===== src/rtl/hazard_unit.sv =====
// Hazard controller for the 5-stage MIPS pipeline: load-use/branch/HI-LO stalls, execute bubbles,
// forwarding selects and HI/LO busy tracking. Defining HAZARD_PERF_COUNTERS_EN adds the stall-cycle counter.

module hazard_unit_checker (
   input logic       clk,
   input logic       reset,
   input logic       hi_lo_start_execute,
   input logic [3:0] cnt
);
   // A mult/div reaching execute while the HI/LO unit still counts means decode failed to stall it.
   start_while_busy: assert property (@(posedge clk) disable iff (reset)
      !(hi_lo_start_execute && (cnt != 4'd0)))
      else $error("hazard_unit: hi_lo start while busy ignored");
endmodule

module hazard_unit #(
   parameter int unsigned MULT_LATENCY = 4,
   parameter int unsigned DIV_LATENCY  = 12
) (
   input  logic        clk,
   input  logic        reset,
   input  logic [4:0]  Rs_decode,
   input  logic [4:0]  Rt_decode,
   input  logic [4:0]  Rs_execute,
   input  logic [4:0]  Rt_execute,
   input  logic [4:0]  write_register_execute,
   input  logic [4:0]  write_register_memory,
   input  logic [4:0]  write_register_writeback,
   input  logic        register_write_execute,
   input  logic        register_write_memory,
   input  logic        register_write_writeback,
   input  logic        memory_to_register_execute,
   input  logic        memory_to_register_memory,
   input  logic        branch_decode,
   input  logic        hi_lo_start_execute,
   input  logic        is_div_execute,
   input  logic        hi_lo_access_decode,
   output logic        stall_fetch,
   output logic        stall_decode,
   output logic        flush_execute,
   output logic [1:0]  forward_A_execute,
   output logic [1:0]  forward_B_execute,
   output logic        forward_A_decode,
   output logic        forward_B_decode,
   output logic        hi_lo_busy,
   output logic [31:0] stall_cycle_count
);

   localparam logic [3:0] MULT_CNT = 4'(MULT_LATENCY);
   localparam logic [3:0] DIV_CNT  = 4'(DIV_LATENCY);

   logic [3:0] cnt_r;
   logic       busy_s;
   logic       load_stall_s;
   logic       branch_stall_s;
   logic       hi_lo_stall_s;
   logic       stall_s;

   // $0 is hardwired to zero, so it never creates a dependency.
   function automatic logic reg_match(input logic [4:0] dest, input logic [4:0] src);
      return (dest != 5'd0) && (dest == src);
   endfunction

   function automatic logic [1:0] fwd_sel(input logic [4:0] src,
                                          input logic       wr_mem, input logic [4:0] dst_mem,
                                          input logic       wr_wb,  input logic [4:0] dst_wb);
      logic [1:0] sel;
      if (wr_mem && reg_match(dst_mem, src)) begin
         sel = 2'b10;
      end else if (wr_wb && reg_match(dst_wb, src)) begin
         sel = 2'b01;
      end else begin
         sel = 2'b00;
      end
      return sel;
   endfunction

   // HI/LO busy countdown, loaded when a mult/div leaves execute.
   always_ff @(posedge clk) begin
      if (reset) begin
         cnt_r <= 4'd0;
      end else if (hi_lo_start_execute && (cnt_r == 4'd0)) begin
         cnt_r <= is_div_execute ? DIV_CNT : MULT_CNT;
      end else if (cnt_r != 4'd0) begin
         cnt_r <= cnt_r - 4'd1;
      end else begin
         cnt_r <= cnt_r;
      end
   end

   // Stall and forwarding decisions; everything is forced low while reset is held.
   always_comb begin
      busy_s            = 1'b0;
      load_stall_s      = 1'b0;
      branch_stall_s    = 1'b0;
      hi_lo_stall_s     = 1'b0;
      stall_s           = 1'b0;
      forward_A_execute = 2'b00;
      forward_B_execute = 2'b00;
      forward_A_decode  = 1'b0;
      forward_B_decode  = 1'b0;
      if (reset) begin
         busy_s = 1'b0;
      end else begin
         busy_s         = (cnt_r != 4'd0);
         load_stall_s   = memory_to_register_execute &
                          (reg_match(write_register_execute, Rs_decode) |
                           reg_match(write_register_execute, Rt_decode));
         branch_stall_s = branch_decode &
                          ((register_write_execute &
                            (reg_match(write_register_execute, Rs_decode) |
                             reg_match(write_register_execute, Rt_decode))) |
                           (memory_to_register_memory &
                            (reg_match(write_register_memory, Rs_decode) |
                             reg_match(write_register_memory, Rt_decode))));
         hi_lo_stall_s  = hi_lo_access_decode & (busy_s | hi_lo_start_execute);
         stall_s        = load_stall_s | branch_stall_s | hi_lo_stall_s;
         forward_A_execute = fwd_sel(Rs_execute, register_write_memory, write_register_memory,
                                     register_write_writeback, write_register_writeback);
         forward_B_execute = fwd_sel(Rt_execute, register_write_memory, write_register_memory,
                                     register_write_writeback, write_register_writeback);
         forward_A_decode  = register_write_memory & reg_match(write_register_memory, Rs_decode);
         forward_B_decode  = register_write_memory & reg_match(write_register_memory, Rt_decode);
      end
   end

   assign stall_fetch   = stall_s;
   assign stall_decode  = stall_s;
   assign flush_execute = stall_s;
   assign hi_lo_busy    = busy_s;

`ifdef HAZARD_PERF_COUNTERS_EN
   logic [31:0] perf_cnt_r;

   // Saturating count of stalled cycles.
   always_ff @(posedge clk) begin
      if (reset) begin
         perf_cnt_r <= 32'd0;
      end else if (stall_s && (perf_cnt_r != 32'hFFFF_FFFF)) begin
         perf_cnt_r <= perf_cnt_r + 32'd1;
      end else begin
         perf_cnt_r <= perf_cnt_r;
      end
   end

   assign stall_cycle_count = reset ? 32'd0 : perf_cnt_r;
`else
   assign stall_cycle_count = 32'd0;
`endif

   hazard_unit_checker u_checker (
      .clk                 (clk),
      .reset               (reset),
      .hi_lo_start_execute (hi_lo_start_execute),
      .cnt                 (cnt_r)
   );

endmodule


===== config.mk =====
export PLATFORM = sky130hd
export DESIGN_NAME = hazard_unit
export DESIGN_NICKNAME = d
export VERILOG_FILES = /design/src/rtl/hazard_unit.sv
export SDC_FILE = /design/constraint.sdc
export NUM_CORES = 1
export LEC_CHECK = 0
export CAP_MARGIN = 20
export CORE_UTILIZATION = 30
export CTS_CLUSTER_DIAMETER = 50
export CTS_CLUSTER_SIZE = 30
export DETAILED_ROUTE_END_ITERATION = 7
export HOLD_SLACK_MARGIN = 0.1
export PLACE_DENSITY = 0.75
export RECOVER_POWER = 50
export SYNTH_ARGS = -nofsm -noshare
export SYNTH_HDL_FRONTEND = slang
export SYNTH_HIERARCHICAL = 1
export SYNTH_SLANG_ARGS = --single-unit

===== constraint.sdc =====
create_clock -name clk -period 5.3 [get_ports clk]
set_input_delay 1.06 -clock clk [delete_from_list [all_inputs] [get_ports clk]]
set_output_delay 1.06 -clock clk [all_outputs]
set_load 0.01 [all_outputs]

# After elaboration in Yosys (flattened, before gate mapping)
# Index checks and enable logic that the tools add are counted.
# op_classes
n_eq_ne	8
reduce_logical	19
mux	13
n_bitwise	13
n_addsub	1
# op_table
op	count
== test 5 bit	8
nonzero test 5 bit	3
logical AND 1 bit	13
2-to-1 mux 4 bit	3
2-to-1 mux 2 bit	4
bitwise AND 1 bit	7
2-to-1 mux 1 bit	6
bitwise OR 1 bit	6
logical NOT 4 bit	1
nonzero test 4 bit	1
subtractor 4 x 1 -> 4 bit, second input constant	1
nonzero test 2 bit	1
# totals
output_inout_bits	42
regBits	4
inputBits	46
word_cells	55

# Logic depth before layout (Yosys ltp)
# Gate-level depths: netlist of run 1.
# logic_depth
ltp_word	9
depth_mapped	8
mapped_depth_nobuf	7

# Worst setup path after synthesis of run 1
# Ideal clock, no wire load.
# synth_path
kind	input to output
start	input port write_register_memory[2]
end	output port forward_A_execute[0]
setup_slack_ns	1.903
cell_stages	5
n_path_buf	1
arrival_ns	2.337
path_cell_list	buf_2 > or4_4 > o21ai_4 > nor4_1 > nor4_2
# synth_via
elab_chain_len	5
elab_cells_between_ends	6
# synth_rtl
element	line_no	rtl
from (decl)	27	input logic [4:0] write_register_memory,
== test 5 bit or nonzero test 5 bit (tied branches)	61	return (dest != 5'd0) && (dest == src);
logical AND 1 bit *	61	
logical AND 1 bit *	68	if (wr_mem && reg_match(dst_mem, src)) begin
2-to-1 mux 2 bit *	68	
2-to-1 mux 2 bit *	102	if (reset) begin
to (decl)	41	output logic [1:0] forward_A_execute,
# Every way passes the cells marked *; elsewhere a longest branch is shown, timed or not.

# Final worst setup path of run 1
# layout_path
start	input port write_register_memory[1]
end	output port forward_A_execute[0]
# Same word-level chain as after synthesis.

==> run summary, run 1 <==
Worst-Skew Late Latency = 240 ps
nets@finish = 241
Post-synth EDFFs = 0
Tcrit/Tclk final = 85.1%
setup_tns = 0 ps
fraction of layout cells with a size suffix above 1 = 3.66%
Simple-Gate Fraction of Synth Area = 21.4%
hold_buf cts = 0
CTS tree = built
Max Fclk = 0.222 GHz
critical path, cell by cell = dlygate4sd3_1 -> or4_4 -> o21ai_4 -> nor4_1 -> nor4_2 -> clkdlybuf4s50_1
Final Power = 0.000277 W
max cap viols = 0
grt total ovfl = 0
post-cts resize count = 0
Syn Area/Cell = 7.58 um2
Hold Startpoint = cnt_r[1]
Detailed Place HPWL = 2130 um
Top FF cell, synth = dfxtp_1
synthesis-stage register bit count = 4
met1 Use GR = 15.6%
Reg2Reg Launch Point = cnt_r[0]
adder-cell area share of the yosys netlist = 2.33%
routed len/inst = 10.1 um
port bufs = 55
global route hottest layer = met2
GP Congestion = 0.767
initial core utilization = 31.7%
sequential area share after synthesis = 7.44%
H-tree depth = 1
reg-to-reg slack, setup = 3630 ps
Core Area = 3390 um2
Worst Setup End Kind = primary output
Worst-path clk slew = 40 ps
RSZ-0062 raised after global routing = false
Synth Area in XOR/XNOR = 33.4%
first-pass GRT wire length = 3790 um
CP arrival = 3450 ps
Die Y = 61.9 um
worst-path maximum fanout = 5
initial antenna violation count = 0
Crit path largest cell delay = 650 ps
Largest regs = cnt_r x4
hold path depth = 2
vias in the first global route = 922
Num Clock Sinks = 4
largest family of logic cells by synthesized area = XOR/XNOR gates
CP Class = in2out
final wirelength = 2390 um
maximum VDD drop = 91.8 uV
Synth Cell Area = 1080 um2
setup bufs post-CTS = 0
final worst slack = 792 ps
multiplexer area fraction after synthesis = 0%
CTS buffer count = 3
ys async rst share = 0%
number of flip-flops in the largest register = 4
# rows = 21
Synth Area in Compound Gates = 7.33%
crit start category = input port
met3 usage = 4.35%
Routed Antenna Nets = 0
Worst R2R End = cnt_r[2]
ant diodes = 0
Final min period = 4510 ps
DRT Pass-1 Iters = 3
clock buffer depth = 2
Min-Delay Path Class = reg2reg
clock skew = 7.58 ps
Final setup viols = 0
Worst Reg-to-Reg Cells = 6
gr usage total = 13.4%
Cells after Synth = 142
via/cell ratio = 4.02
PwrDens = 180 nW/um2
worst slack, placed = 889 ps
Die X = 61.9 um
Static Leakage = 0.599 nW
WHS Endpoint = cnt_r[1]
Synth cell types = 29
largest reg by FF count = cnt_r
Final Slew Violations = 0
die area = 3830 um2
# IOs = 88
DRC Markers = 0
largest net degree at the start of global routing = 13
Fin. Hold Viols = 0
synth warn = 6
required time of the worst setup path = 4240 ps
Via Count = 953
CP max stage cell = dlygate4sd3_1
status = completed
P&R area growth vs syn = 42.7%
initial DRC count = 24
M2 GR Usage = 23.7%
Root Buffer Master = clkbuf_4
Least-Margin Pin Slew = 682 ps
Slew headroom = 54.4%
[kinds of logic after synthesis]
| family | count (synthesis) |
|---|---|
| compound gates | 12 |
| fa+ha+maj | 2 |
| simple gates | 39 |
| xor+xnor | 41 |
| other cells | 1 |
| buf+inv | 43 |
| flops | 4 |
[how the worst max path moves through the flow]
stage,slack (ps),endpoint,depth (start not counted),from
after floorplan,1900,forward_A_execute[0],5,write_register_memory[2]
final,790,forward_A_execute[0],6,write_register_memory[1]
after detailed placement,890,forward_A_execute[0],6,write_register_memory[1]
after global placement,950,forward_B_execute[0],6,write_register_memory[1]
after CTS,890,forward_A_execute[0],6,write_register_memory[1]
after global routing,720,forward_A_execute[0],6,write_register_memory[1]
[area by class of cell]
cell class / count / area (um2)
Multi-Input combinational cell: 126 / 813
Tap cell: 46 / 57.6
Sequential cell: 4 / 80.1
Clock buffer: 3 / 22.5
Inverter: 3 / 11.3
Fill cell: 346 / 1850
Timing Repair Buffer: 55 / 551
[cells in the final DEF, fill, tap and decap left out, types with 4 or more instances in the layout]
| cell | instances |
|---|---|
| xnor2_1 | 17 |
| dlygate4sd3_1 | 4 |
| nand3_1 | 6 |
| xor2_1 | 24 |
| nor3_1 | 6 |
| dfxtp_1 | 4 |
| nor2_1 | 8 |
| a21oi_1 | 4 |
| clkdlybuf4s50_1 | 51 |
| or4_1 | 4 |
| conb_1 | 32 |
[cells in the mapped netlist (3+ instances only)]
library cell | count | share of area, %
xnor2_1 | 17 | 14
nor2_1 | 8 | 2.8
inv_1 | 3 | 1.0
or4_1 | 4 | 2.8
nor3b_1 | 3 | 2.1
clkbuf_1 | 3 | 1.0
nor3_1 | 6 | 2.8
dfxtp_1 | 4 | 7.4
nor2b_1 | 3 | 1.7
buf_4 | 34 | 24
xor2_1 | 24 | 20
nand3_1 | 6 | 2.8
a21oi_1 | 4 | 1.9
[through the flow]
step	cells	hold WS (ps)	util [%]	area, um2
2_1_floorplan	173	480	-	1190
3_3_place_gp	234	510	44.6	1510
3_5_place_dp	234	514	44.6	1510
4_1_cts	237	525	45.3	1540
5_1_grt	237	555	45.3	1540
6_report	237	526	45.3	1540
[worst max-delay path, delay by kind of cell]
| kind | cells | cell delay (ps) |
|---|---|---|
| simple gates | 3 | 980 |
| compound gates | 1 | 170 |
| buf+inv | 2 | 1230 |
[power by group]
part | total (W) | switching [W] | internal, W
clock network | 0.0000400 | 0.0000145 | 0.0000255
logic | 0.000183 | 0.0000893 | 0.0000933
registers | 0.0000544 | 0.0000101 | 0.0000443
[metal layers]
| layer | vias up | share of wire, % | wire length [um] |
|---|---|---|---|
| met3 | 4 | 6.8 | 163 |
| met1 | 405 | 42 | 992 |
| met4 | 0 | 1.7 | 40 |
| li1 | 501 | - | - |
| met5 | - | 0 | 0 |
| met2 | 43 | 50 | 1190 |
Note: power is estimated with default switching activity, not from simulation.
==> run 2, diff against run 1 <==
--- a/config.mk
+++ b/config.mk
@@ -8,7 +8,7 @@
 export CAP_MARGIN = 20
 export CORE_UTILIZATION = 30
 export CTS_CLUSTER_DIAMETER = 50
-export CTS_CLUSTER_SIZE = 30
+export CTS_CLUSTER_SIZE = 28
 export DETAILED_ROUTE_END_ITERATION = 7
 export HOLD_SLACK_MARGIN = 0.1
 export PLACE_DENSITY = 0.75
==> results of run 2 <==
The final DEF is identical to that of run 1; final timing and power are the same.
==> run 3, diff against run 2 <==
--- a/config.mk
+++ b/config.mk
@@ -5,13 +5,14 @@
 export SDC_FILE = /design/constraint.sdc
 export NUM_CORES = 1
 export LEC_CHECK = 0
+export ABC_AREA = 1
 export CAP_MARGIN = 20
 export CORE_UTILIZATION = 30
 export CTS_CLUSTER_DIAMETER = 50
 export CTS_CLUSTER_SIZE = 28
 export DETAILED_ROUTE_END_ITERATION = 7
 export HOLD_SLACK_MARGIN = 0.1
-export PLACE_DENSITY = 0.75
+export PLACE_DENSITY = 0.71
 export RECOVER_POWER = 50
 export SYNTH_ARGS = -nofsm -noshare
 export SYNTH_HDL_FRONTEND = slang
==> constraint.sdc (replaced) <==
create_clock -name clk -period 5.3 [get_ports clk]
set_input_delay 0.53 -clock clk [delete_from_list [all_inputs] [get_ports clk]]
set_output_delay 0.53 -clock clk [all_outputs]
set_load 0.01 [all_outputs]
==> run summary, run 3 <==
Synth area leader = nand2_1
post-cts resize count = 0
Die Y = 66.6 um
RSZ-0062 raised after global routing = false
Final min period = 3080 ps
sequential area share after synthesis = 6.39%
Tcrit/Tclk final = 58.1%
Cell Area, Placed = 1700 um2
Final Slew Violations = 0
GP Congestion = 0.794
final instance area = 1730 um2
Core Area = 4000 um2
setup_tns = 0 ps
initial core utilization = 31.3%
routed len/inst = 9.11 um
DRT Pass-1 Iters = 6
number of flip-flops in the largest register = 4
maximum VDD drop = 66.1 uV
initial DRC count = 69
port bufs = 55
synthesis-stage register bit count = 4
worst-path maximum fanout = 8
Synth cell types = 27
PwrDens = 180 nW/um2
Die X = 66.6 um
required time of the worst setup path = 4770 ps
die area = 4440 um2
Synth top area share = 20.7%
hold_buf cts = 0
Cells after Synth = 226
Max Fclk = 0.324 GHz
Worst-Skew Late Latency = 210 ps
Min-Delay Path Class = reg2reg
Routed Antenna Nets = 0
# rows = 23
H-tree depth = 1
CTS buffer count = 3
Via Count = 1368
Static Leakage = 0.888 nW
Worst-path clk slew = 30 ps
max cap viols = 0
Fillers = 418
setup bufs post-CTS = 0
vias in the first global route = 1141
ant diodes = 0
CTS tree = built
most frequent cells after synthesis = nand2_1 (69), buf_4 (34), inv_1 (30)
first-pass GRT wire length = 4490 um
commonest non-fill, non-tap cells in the layout = nand2_1 (69), clkdlybuf4s50_1 (52), conb_1 (32)
ys async rst share = 0%
Largest regs = cnt_r x4
CP arrival = 2550 ps
final wirelength = 2980 um
crit start category = input port
Top FF cell, synth = dfxtp_1
Root Buffer Master = clkbuf_8
Detailed Place HPWL = 2600 um
Synth Cell Area = 1250 um2
largest cells by area after synthesis = nand2_1 (21%), buf_4 (20%), inv_1 (9.0%)
most common cell in the synthesized netlist = nand2_1
CP Class = in2out
DRC Markers = 0
Worst Setup End Kind = primary output
final worst slack = 2220 ps
clock skew = 0.348 ps
multi-input logic area = 870 um2
nets@finish = 327
gr usage total = 12.8%
fraction of layout cells with a size suffix above 1 = 3.97%
Syn Area/Cell = 5.55 um2
leading cell type in the layout, fill and taps excluded = nand2_1
Post-synth EDFFs = 0
initial antenna violation count = 0
# IOs = 88
largest reg by FF count = cnt_r
status = completed
Fin. Hold Viols = 0
via/cell ratio = 4.18
P&R area growth vs syn = 38.1%
synth warn = 6
grt total ovfl = 0
Num Clock Sinks = 4
clock buffer depth = 2
FF/Latch Area = 80.1 um2
worst slack, placed = 2290 ps
Final setup viols = 0
largest net degree at the start of global routing = 10
-- run 3: cell count changes after synthesis, sizes merged, moves of 2 or more --
cell	before	now
nand2	2	70
inv	3	34
xor2	24	5
nor2	8	20
xnor2	17	11
or4	5	0
clkbuf	3	0
nand3	6	9
nand4	0	3
nor2b	3	0
nor4	4	7
a31oi	2	0
o22ai	0	2
or2	0	2
-- run 3: cell families after synthesis --
family | count (synthesis) | share of synthesized area, %
AOI/OAI and AO/OA | 10 | 4.59
xor gates and xnor gates | 16 | 11.2
adders and majority gates | 2 | 2.00
buffers and inverters | 72 | 33.1
DFF | 4 | 6.39
other | 1 | 0.299
and+or+nand+nor | 121 | 42.4
-- run 3: power by group --
group          leakage [nW]  switching (W)  internal [W]
combinational         0.834       0.000102     0.0000916
sequential           0.0333      0.0000105     0.0000450
clock                0.0216      0.0000148     0.0000483
-- run 3: path summary, 6_finish.rpt --
check / cells after the start / start / slack (ps) / endpoint
worst max-delay path: 12 / write_register_memory[1] / 2220 / stall_decode
worst max register to register: 8 / cnt_r[0] / 3790 / cnt_r[1]
worst min-delay path: 1 / cnt_r[0] / 460 / cnt_r[0]
worst min register to register: 1 / cnt_r[0] / 460 / cnt_r[0]
-- run 3: cell type report --
cell class              instances  share of cell area [%]
clock buffers                   3                    2.38
inverters                      34                    7.37
multi-input cells             181                    50.2
flip-flops and latches          4                    4.62
well taps                      50                    3.61
repair buffers                 55                    31.8
-- run 3: worst max-delay path: stages --
cell and delay, ps:
dlygate4sd3_1 700, inv_2 60, nand2_1 60, nand2_1 40, nor2_1 80, nand2_1 70, nor2_1 110, nor2_1 60
nor2_1 80, nor2_1 50, nor2_1 150, clkdlybuf4s50_1 570
-- run 3: through the flow --
step / hold slack (ps) / util (%) / std cells / power (W)
2_1_floorplan: 422 / - / 257 / 0.000200
3_3_place_gp: 439 / 42.4 / 324 / 0.000251
3_5_place_dp: 440 / 42.4 / 324 / 0.000254
4_1_cts: 454 / 43.4 / 327 / 0.000321
5_1_grt: 473 / 43.3 / 327 / 0.000342
6_report: 459 / 43.3 / 327 / 0.000312
-- run 3: layer usage --
| layer | GRT usage (%) | vias to the layer above | part of all wire, % |
|---|---|---|---|
| li1 | - | 736 | - |
| met1 | 16.1 | 578 | 45 |
| met2 | 22.3 | 52 | 46 |
| met3 | 1.20 | 2 | 7.9 |
| met4 | 4.79 | 0 | 0.74 |
| met5 | 0 | - | 0 |
